==> config.mk <==
export PLATFORM = sky130hd
export DESIGN_NAME = if_fetch_unit
export DESIGN_NICKNAME = d
export VERILOG_FILES = /design/src/rtl/if_fetch_unit.sv
export SDC_FILE = /design/constraint.sdc
export NUM_CORES = 1
export LEC_CHECK = 0
export CAP_MARGIN = 20
export CORE_ASPECT_RATIO = 0.6
export CORE_UTILIZATION = 30
export CTS_CLUSTER_SIZE = 12
export DETAILED_ROUTE_END_ITERATION = 10
export HOLD_SLACK_MARGIN = 0.1
export PLACE_DENSITY = 0.6
export SYNTH_ARGS = -nofsm -noshare
export SYNTH_HDL_FRONTEND = slang
export SYNTH_SLANG_ARGS = --single-unit
==> constraint.sdc <==
create_clock -name clk_i -period 10.1 [get_ports clk_i]
set_input_delay 2.525 -clock clk_i [delete_from_list [all_inputs] [get_ports clk_i]]
set_output_delay 2.525 -clock clk_i [all_outputs]
set_load 0.03 [all_outputs]
==> src/rtl/if_fetch_unit.sv <==
// Instruction fetch stage: owns the PC, drives the instruction-ROM address and queues {pc, inst} pairs for decode.
// Define IF_PERF_CNT_EN to add the fetch_cnt_o / flush_cnt_o performance counters.
module if_fetch_unit #(
  parameter int          ADDR_WIDTH = 13,
  parameter int          DATA_WIDTH = 32,
  parameter logic [31:0] RESET_PC   = 32'h0000_0000,
  parameter int          FQ_DEPTH   = 2
) (
  input  logic                  clk_i,
  input  logic                  rst_ni,
  output logic [ADDR_WIDTH-1:0] imem_addr_o,
  input  logic [DATA_WIDTH-1:0] imem_rdata_i,
  input  logic                  redirect_i,
  input  logic [31:0]           redirect_pc_i,
  output logic                  inst_valid_o,
  input  logic                  inst_ready_i,
  output logic [DATA_WIDTH-1:0] inst_o,
  output logic [31:0]           pc_o,
  output logic                  misalign_o
`ifdef IF_PERF_CNT_EN
  ,
  output logic [31:0]           fetch_cnt_o,
  output logic [31:0]           flush_cnt_o
`endif
);

  localparam int PTR_W = (FQ_DEPTH > 1) ? $clog2(FQ_DEPTH) : 1;
  localparam int CNT_W = PTR_W + 1;

  logic [31:0]           pc_q, pc_d;
  logic [PTR_W-1:0]      rd_ptr_q, rd_ptr_d;
  logic [PTR_W-1:0]      wr_ptr_q, wr_ptr_d;
  logic [CNT_W-1:0]      count_q, count_d;
  logic                  misalign_q, misalign_d;
  logic [31:0]           pc_mem_q   [FQ_DEPTH];
  logic [DATA_WIDTH-1:0] inst_mem_q [FQ_DEPTH];

  logic full;
  logic deq;
  logic enq;

  assign imem_addr_o  = pc_q[ADDR_WIDTH-1:0];
  assign inst_valid_o = (count_q != '0);
  assign inst_o       = inst_mem_q[rd_ptr_q];
  assign pc_o         = pc_mem_q[rd_ptr_q];
  assign misalign_o   = misalign_q;

  assign full = (count_q == CNT_W'(FQ_DEPTH));
  assign deq  = inst_valid_o & inst_ready_i;
  // A full queue can still accept the fetched word when the head leaves in the same cycle.
  assign enq  = ~redirect_i & (~full | deq);

  always_comb begin
    pc_d       = pc_q;
    rd_ptr_d   = rd_ptr_q;
    wr_ptr_d   = wr_ptr_q;
    count_d    = count_q;
    misalign_d = redirect_i & (redirect_pc_i[1:0] != 2'b00);
    if (redirect_i) begin
      pc_d     = {redirect_pc_i[31:2], 2'b00};
      rd_ptr_d = '0;
      wr_ptr_d = '0;
      count_d  = '0;
    end else begin
      if (enq) begin
        pc_d     = pc_q + 32'd4;
        wr_ptr_d = wr_ptr_q + PTR_W'(1);
      end
      if (deq) begin
        rd_ptr_d = rd_ptr_q + PTR_W'(1);
      end
      case ({enq, deq})
        2'b10:   count_d = count_q + CNT_W'(1);
        2'b01:   count_d = count_q - CNT_W'(1);
        default: count_d = count_q;
      endcase
    end
  end

  always_ff @(posedge clk_i) begin
    if (!rst_ni) begin
      pc_q       <= RESET_PC;
      rd_ptr_q   <= '0;
      wr_ptr_q   <= '0;
      count_q    <= '0;
      misalign_q <= 1'b0;
    end else begin
      pc_q       <= pc_d;
      rd_ptr_q   <= rd_ptr_d;
      wr_ptr_q   <= wr_ptr_d;
      count_q    <= count_d;
      misalign_q <= misalign_d;
    end
  end

  always_ff @(posedge clk_i) begin
    if (!rst_ni) begin
      for (int i = 0; i < FQ_DEPTH; i++) begin
        pc_mem_q[i]   <= '0;
        inst_mem_q[i] <= '0;
      end
    end else if (enq) begin
      pc_mem_q[wr_ptr_q]   <= pc_q;
      inst_mem_q[wr_ptr_q] <= imem_rdata_i;
    end
  end

`ifdef IF_PERF_CNT_EN
  logic [31:0] fetch_cnt_q, fetch_cnt_d;
  logic [31:0] flush_cnt_q, flush_cnt_d;

  // A head consumed during the redirect cycle reached decode, so it is not counted as flushed.
  always_comb begin
    fetch_cnt_d = fetch_cnt_q + {31'd0, deq};
    flush_cnt_d = flush_cnt_q;
    if (redirect_i) begin
      flush_cnt_d = flush_cnt_q + 32'(count_q) - {31'd0, deq};
    end
  end

  always_ff @(posedge clk_i) begin
    if (!rst_ni) begin
      fetch_cnt_q <= '0;
      flush_cnt_q <= '0;
    end else begin
      fetch_cnt_q <= fetch_cnt_d;
      flush_cnt_q <= flush_cnt_d;
    end
  end

  assign fetch_cnt_o = fetch_cnt_q;
  assign flush_cnt_o = flush_cnt_q;
`endif

endmodule

# Word-level counts from Yosys, hierarchy flattened
# Memories as Yosys holds them, arrays and structs flattened. A register that Yosys moved wholly into a read port is not among the register bits.
# Cells that the tools add are included.
# word_totals
mem_count	2
register_bits	37
out_inout_bits	79
ram_bits	128
# mem_list
memory	depth	word_bits	rd	rd_clocked_by_memory_dff	wr	line_no	source
inst_mem_q	2	32	1	1	2	36	logic [DATA_WIDTH-1:0] inst_mem_q [FQ_DEPTH];
pc_mem_q	2	32	1	1	2	35	logic [31:0] pc_mem_q [FQ_DEPTH];
# op_classes
n_reduce_logical	7
add_sub_neg	5
eq_ne	3
muxes	17
bitwise	7
# ops
cell	count
32-bit 2-to-1 mux	4
32-bit OR reduction	2
32-bit by 3-bit adder with 32-bit output (second input constant)	1
1-bit 2-to-1 mux	12
2-bit nonzero test	4
2-bit equality test (second input constant)	2
2-bit case mux with 2 select lines	1
1-bit bitwise AND	3
1-bit inverter	3
1-bit adder (second input constant)	2
2-bit by 1-bit adder with 2-bit output (second input constant)	1
2-bit by 1-bit equality test with 1-bit output (second input constant)	1
2-bit OR reduction	1
2-bit by 1-bit subtractor with 2-bit output (second input constant)	1
1-bit bitwise OR	1

# Longest topological paths before layout
# Gate-level depths: netlist of run 1.
# depth
word_depth	9
ltp_mapped	8
mapped_depth_nobuf	6

# Least setup slack after synthesis of run 1
# OpenSTA, ideal clock, no wires.
# synth_timing
path_kind	input to register
from	in inst_ready_i
to	mem inst_mem_q[0][0], enable pin
required_ps	9532
cell_stages	5
setup_ps	568
path_slack_ps	2027
t_arrival_ps	7505
cell_sequence	or3b_2 buf_2 clkbuf_1 nand2_1 o21ai_0
# synth_lines
item	line_no	source
start, declared	16	input logic inst_ready_i,
end, declared	36	

==> summary.txt, run 1 <==
Global routing
  • Initial antenna violation count: 0
  • Met3 Use GR: 4.32%
  • Most used routing layer: met1
  • Pin count of the biggest net entering global routing: 66
  • GRT Util Overall: 16.1%
  • Grt met2 use: 22.1%
  • Global-route wire length before repair: 30,800 um
  • Grt total ovfl: 0
  • Vias in the first global route: 5,069
  • Met1 Usage GRT: 24.6%

Logic synthesis
  • Synthesized cell area: 7530 um2
  • Yosys warns: 0
  • Synth area leaders: edfxtp_1 49%, dfxtp_1 9.6%, mux2_2 9.3%
  • Top_reg_cell synth: edfxtp_1
  • Synthesized area per cell: 12.2 um2
  • Cells after synthesis: 619
  • Most common cell in the netlist: edfxtp_1
  • Ys async rst share: 0%
  • Post-synth cell types: 48
  • Share of Yosys cell area claimed by the top area cell type: 49.5%
  • FF+latch count, synth: 160
  • Post-synth top cells: 124 x edfxtp_1, 68 x and3_1, 62 x mux2_2
  • Post-synth EDFFs: 124
  • Area leader, netlist: edfxtp_1
  • Post-synthesis sequential area ratio: 59.1%

Die
  • Die H: 125 um
  • Initial core utilization: 30.9%
  • FP Rows: 44
  • I/O pin total: 147
  • Core area: 24,400 um2
  • Die area: 25,700 um2
  • Die Span X: 206 um

STA
  • Period utilization: 49.4%
  • Slew HR: 26.4%
  • Tmin final: 4.99 ns
  • RSZ-0062 raised after global routing: false
  • Count of pins over their slew limit: 0
  • Setup TNS: 0 ns
  • Final count of negative-setup-slack endpoints: 0
  • FMAX: 0.200 GHz
  • Setup WS post-layout: 5.11 ns
  • Final Hold Vio Count: 0
  • Slew @ Worst Pin: 1.09 ns
  • Clock skew: 0.0121 ns

Cells and area
  • Layout fillers: 2,347
  • Area Overhead vs Synth: 28.7%
  • Final net count: 799
  • ANT cells: 0
  • Area occupied by multi-input gates: 2780 um2
  • Share of cells above drive strength 1: 15.4%
  • FF+latch area: 4450 um2

Clocking
  • CTS Root Cell: clkbuf_16
  • PostCTS Resize Cnt: 0
  • Worst-Skew Late Latency: 0.43 ns
  • CTS Buffer Depth: 2
  • Post-CTS setup buffer count: 0
  • CTS tree: yes
  • Clock sink count: 160
  • H-tree depth: 4
  • Hold_buf cts: 0
  • CTS Buf Count: 17
  • Clk slew on worst S/H paths: 0.06 ns

Detailed routing
  • Iteration-0 DRC Markers: 469
  • Vias per Instance: 5.03
  • Wire per inst: 19.4 um
  • Routed WL: 20,600 um
  • Vias: 5,347
  • Routed Antenna Nets: 0
  • Number of remaining DRC errors: 12
  • Drt pass-1 iters: 9

Worst setup path
  • Worst setup path endpoint: pc_o[26]
  • Worst path required time: 7.58 ns
  • Worst r2r dst: pc_q[31]
  • Crit path max fanout: 62
  • CP Capture Type: output port
  • CP arrival: 2.47 ns
  • CP Launch Type: register
  • WS Path Type: register to output port
  • R2R Setup Slk: 7.56 ns
  • Reg2reg path depth: 4
  • Reg2reg start: pc_q[11]

Worst hold path
  • Worst min path class: register to register

Pwr
  • Leak pwr: 3.63 nW
  • Pwr/cell area: 168 nW/um2
  • Max VDD drop: 112 uV

Placed design
  • I/O Buffers: 142
  • Placer Congestion: 0.807
  • Place WS: 4.77 ns
  • Hpwl dp: 13,100 um

Job
  • Number of max-cap violations: 0

Status
  • Failing checks: DRC
  • Status: finished with violations
==> sequential cells by signal, indices dropped and copies added (netlist names), named ones only <==
name and flops:
inst_mem_q 64, pc_mem_q 60, pc_q 30, count_q 2, misalign_o 1, rd_ptr_q 1
wr_ptr_q 1
==> worst min path at each step <==
stage          startpoint    endpoint  slack [ns]  cells after the start
2_1_floorplan  count_q[1]  count_q[1]        0.47                      2
3_3_place_gp     rd_ptr_q    rd_ptr_q        0.50                      2
3_5_place_dp     rd_ptr_q    register        0.50                      2
4_1_cts          rd_ptr_q    register        0.52                      2
5_1_grt          rd_ptr_q    register        0.54                      2
6_report         rd_ptr_q    register        0.52                      2
==> cell type report <==
cell class / count / share of cell area [%]
inverter: 5 / 0.194
timing repair buffer: 150 / 15.3
tap: 322 / 4.16
clock buffer: 22 / 4.79
multi-input combinational: 395 / 28.7
clock inverter: 10 / 0.904
sequential: 160 / 45.9
==> per-layer routing <==
layer / vias up / wire, um
met2: 212 / 8480
li1: 2516 / -
met5: - / 0
met1: 2601 / 10100
met4: 0 / 170
met3: 18 / 1840
==> cells in the final DEF (no fill, tap or decap), drive strengths merged, types with 8 or more instances in the layout <==
| cell type | n |
|---|---|
| nor4 | 12 |
| nand4 | 19 |
| nor3 | 9 |
| clkbuf | 22 |
| and2 | 61 |
| a21oi | 17 |
| xnor2 | 8 |
| clkdlybuf4s50 | 142 |
| nor2 | 17 |
| buf | 8 |
| nand2 | 18 |
| edfxtp | 124 |
| mux2 | 62 |
| and3 | 69 |
| nand3 | 13 |
| o21ai | 25 |
| dfxtp | 36 |
==> critical path: stages (launching register included) <==
cell and delay (ns):
dfxtp_4 0.94, mux2_2 0.48, clkdlybuf4s50_1 0.61
==> power breakdown <==
part           total (mW)  switching, mW  internal (mW)
Sequential          0.782         0.0304          0.752
Combinational       0.225          0.127         0.0983
Clock               0.615          0.264          0.351
==> metrics by stage <==
step | power (mW) | std cells | area [um2] | hold WS, ns | utilization, %
2_1_floorplan | 0.918 | 622 | 7540 | 0.470 | -
3_3_place_gp | 1.02 | 1032 | 9140 | 0.497 | 37.5
3_5_place_dp | 1.02 | 1032 | 9140 | 0.497 | 37.5
4_1_cts | 1.63 | 1064 | 9690 | 0.519 | 39.7
5_1_grt | 1.67 | 1064 | 9690 | 0.539 | 39.7
6_report | 1.62 | 1064 | 9690 | 0.522 | 39.7
==> kinds of logic after synthesis <==
group / after synthesis / share of synthesized area (%)
AND/OR/NAND/NOR: 244 / 19.4
flip-flops: 160 / 59.1
AO/OA/AOI/OAI: 68 / 5.52
buffers and inverters: 67 / 4.59
multiplexers: 62 / 9.28
XOR/XNOR: 15 / 1.75
adder cells (fa/ha/maj): 2 / 0.332
other: 1 / 0.0498
(Power assumes the default switching activity.)
==> run 2: changes to the inputs <==
- PLACE_DENSITY: 0.6 -> 0.62
- clock period: 10.1 -> 4 ns (I/O delays scaled with it)
==> run 2 against run 1 <==
The run still ends with DRC left. First-iteration DRC count fell by 9.4%. Combinational power rose to 2.6 times the previous value. Clock power rose to 2.7 times the previous value. Sequential share of layout area fell by 0.69 points.
==> summary.txt, run 2 (synthesis gave the netlist of run 1 again) <==
Global routing
  • Grt total ovfl: 0
  • GRT Util Overall: 16.0%
  • Global-route wire length before repair: 30,500 um
  • Initial antenna violation count: 0
  • Pin count of the biggest net entering global routing: 69
  • Vias in the first global route: 5,016

Worst setup path
  • CP Launch Type: register
  • Worst path required time: 3.00 ns
  • CP arrival: 2.42 ns
  • Crit path max fanout: 16
  • CP Capture Type: output port
  • WS Path Type: register to output port

STA
  • Slew HR: 45.7%
  • Tmin final: 3.42 ns
  • Slew @ Worst Pin: 0.807 ns
  • Final Hold Vio Count: 0
  • RSZ-0062 raised after global routing: false
  • Final count of negative-setup-slack endpoints: 0
  • Setup WS post-layout: 0.582 ns
  • Count of pins over their slew limit: 0
  • FMAX: 0.293 GHz
  • Setup TNS: 0 ns
  • Clock skew: 0.0124 ns
  • Period utilization: 85.5%

Clocking
  • CTS Buffer Depth: 2
  • CTS Buf Count: 17
  • H-tree depth: 4
  • Clk slew on worst S/H paths: 0.06 ns
  • PostCTS Resize Cnt: 0
  • Worst-Skew Late Latency: 0.43 ns
  • Hold_buf cts: 0
  • Post-CTS setup buffer count: 0
  • Clock sink count: 160
  • CTS tree: yes
  • CTS Root Cell: clkbuf_16

Status
  • Failing checks: DRC
  • Status: finished with violations

Cells and area
  • Final net count: 808
  • Max FFs per register: 64
  • Layout fillers: 2,312
  • Top reg by flops: inst_mem_q
  • Area occupied by multi-input gates: 2780 um2
  • Share of cells above drive strength 1: 16.1%
  • Commonest non-fill, non-tap cell in the layout: clkdlybuf4s50_1
  • Fin area: 9830 um2
  • ANT cells: 0
  • Area Overhead vs Synth: 30.6%
  • Top flop regs: inst_mem_q (64), pc_mem_q (60), pc_q (30)
  • FF+latch area: 4450 um2
  • Most frequent cells in the layout: 142 x clkdlybuf4s50_1, 124 x edfxtp_1, 68 x and3_1

Detailed routing
  • Routed WL: 20,400 um
  • Vias: 5,375
  • Drt pass-1 iters: 10
  • Number of remaining DRC errors: 13
  • Iteration-0 DRC Markers: 425
  • Routed Antenna Nets: 0
  • Wire per inst: 19.0 um
  • Vias per Instance: 5.01

Die
  • Die H: 125 um
  • Initial core utilization: 30.9%
  • Die area: 25,700 um2
  • FP Rows: 44
  • Core area: 24,400 um2
  • Die Span X: 206 um
  • I/O pin total: 147

Placed design
  • I/O Buffers: 142
  • Hpwl dp: 12,900 um
  • Placer Congestion: 0.784
  • Place WS: 0.840 ns
  • Placed Area: 9250 um2

Worst hold path
  • Worst min path class: register to register

Job
  • Number of max-cap violations: 0

Pwr
  • Max VDD drop: 282 uV
  • Pwr/cell area: 427 nW/um2
  • Leak pwr: 3.70 nW
-- run 2: final timing paths --
kind	start	to	slack, ns	cells after the start
setup / recovery	register	pc_o[30]	0.58	3
hold reg to reg	count_q[1]	count_q[1]	0.52	2
setup reg to reg	pc_q[11]	pc_q[20]	1.57	4
hold / removal	count_q[1]	count_q[1]	0.52	2
-- run 2: power by group --
part           internal, mW  switching [mW]
Combinational         0.259           0.326
Clock                 0.970           0.675
Sequential             1.90          0.0671
Total                  3.13            1.07
-- run 2: critical path, cell delays in order (launching register included) --
cell             delay (ns)
dfxtp_2                0.62
buf_4                  0.36
mux2_2                 0.40
clkdlybuf4s50_1        0.60
-- run 2: per-stage QoR --
step / instances / total power, mW / utilization [%] / hold slack, ns
floorplan: 622 / 2.31 / - / 0.470
global placement: 1041 / 2.58 / 37.9 / 0.496
detailed placement: 1041 / 2.59 / 37.9 / 0.505
CTS: 1073 / 4.23 / 40.3 / 0.522
global route: 1073 / 4.34 / 40.3 / 0.548
finish: 1073 / 4.19 / 40.3 / 0.519
-- run 2: final cells by class --
cell class | instances | share of cell area (%)
sequential | 160 | 45.2
clock buffer | 19 | 4.40
clock inverter | 13 | 1.48
inverter | 5 | 0.191
timing repair buffer | 159 | 16.3
multi-input combinational | 395 | 28.3
tap | 322 | 4.10
-- run 2: per-layer routing --
layer | part of all wire, % | up-vias | track usage (%) | routed length, um
li1 | - | 2536 | - | -
met1 | 50 | 2603 | 25.2 | 10300
met2 | 40 | 225 | 21.3 | 8170
met3 | 8.7 | 11 | 4.32 | 1770
met4 | 0.68 | 0 | 3.50 | 139
met5 | 0 | - | 0 | 0
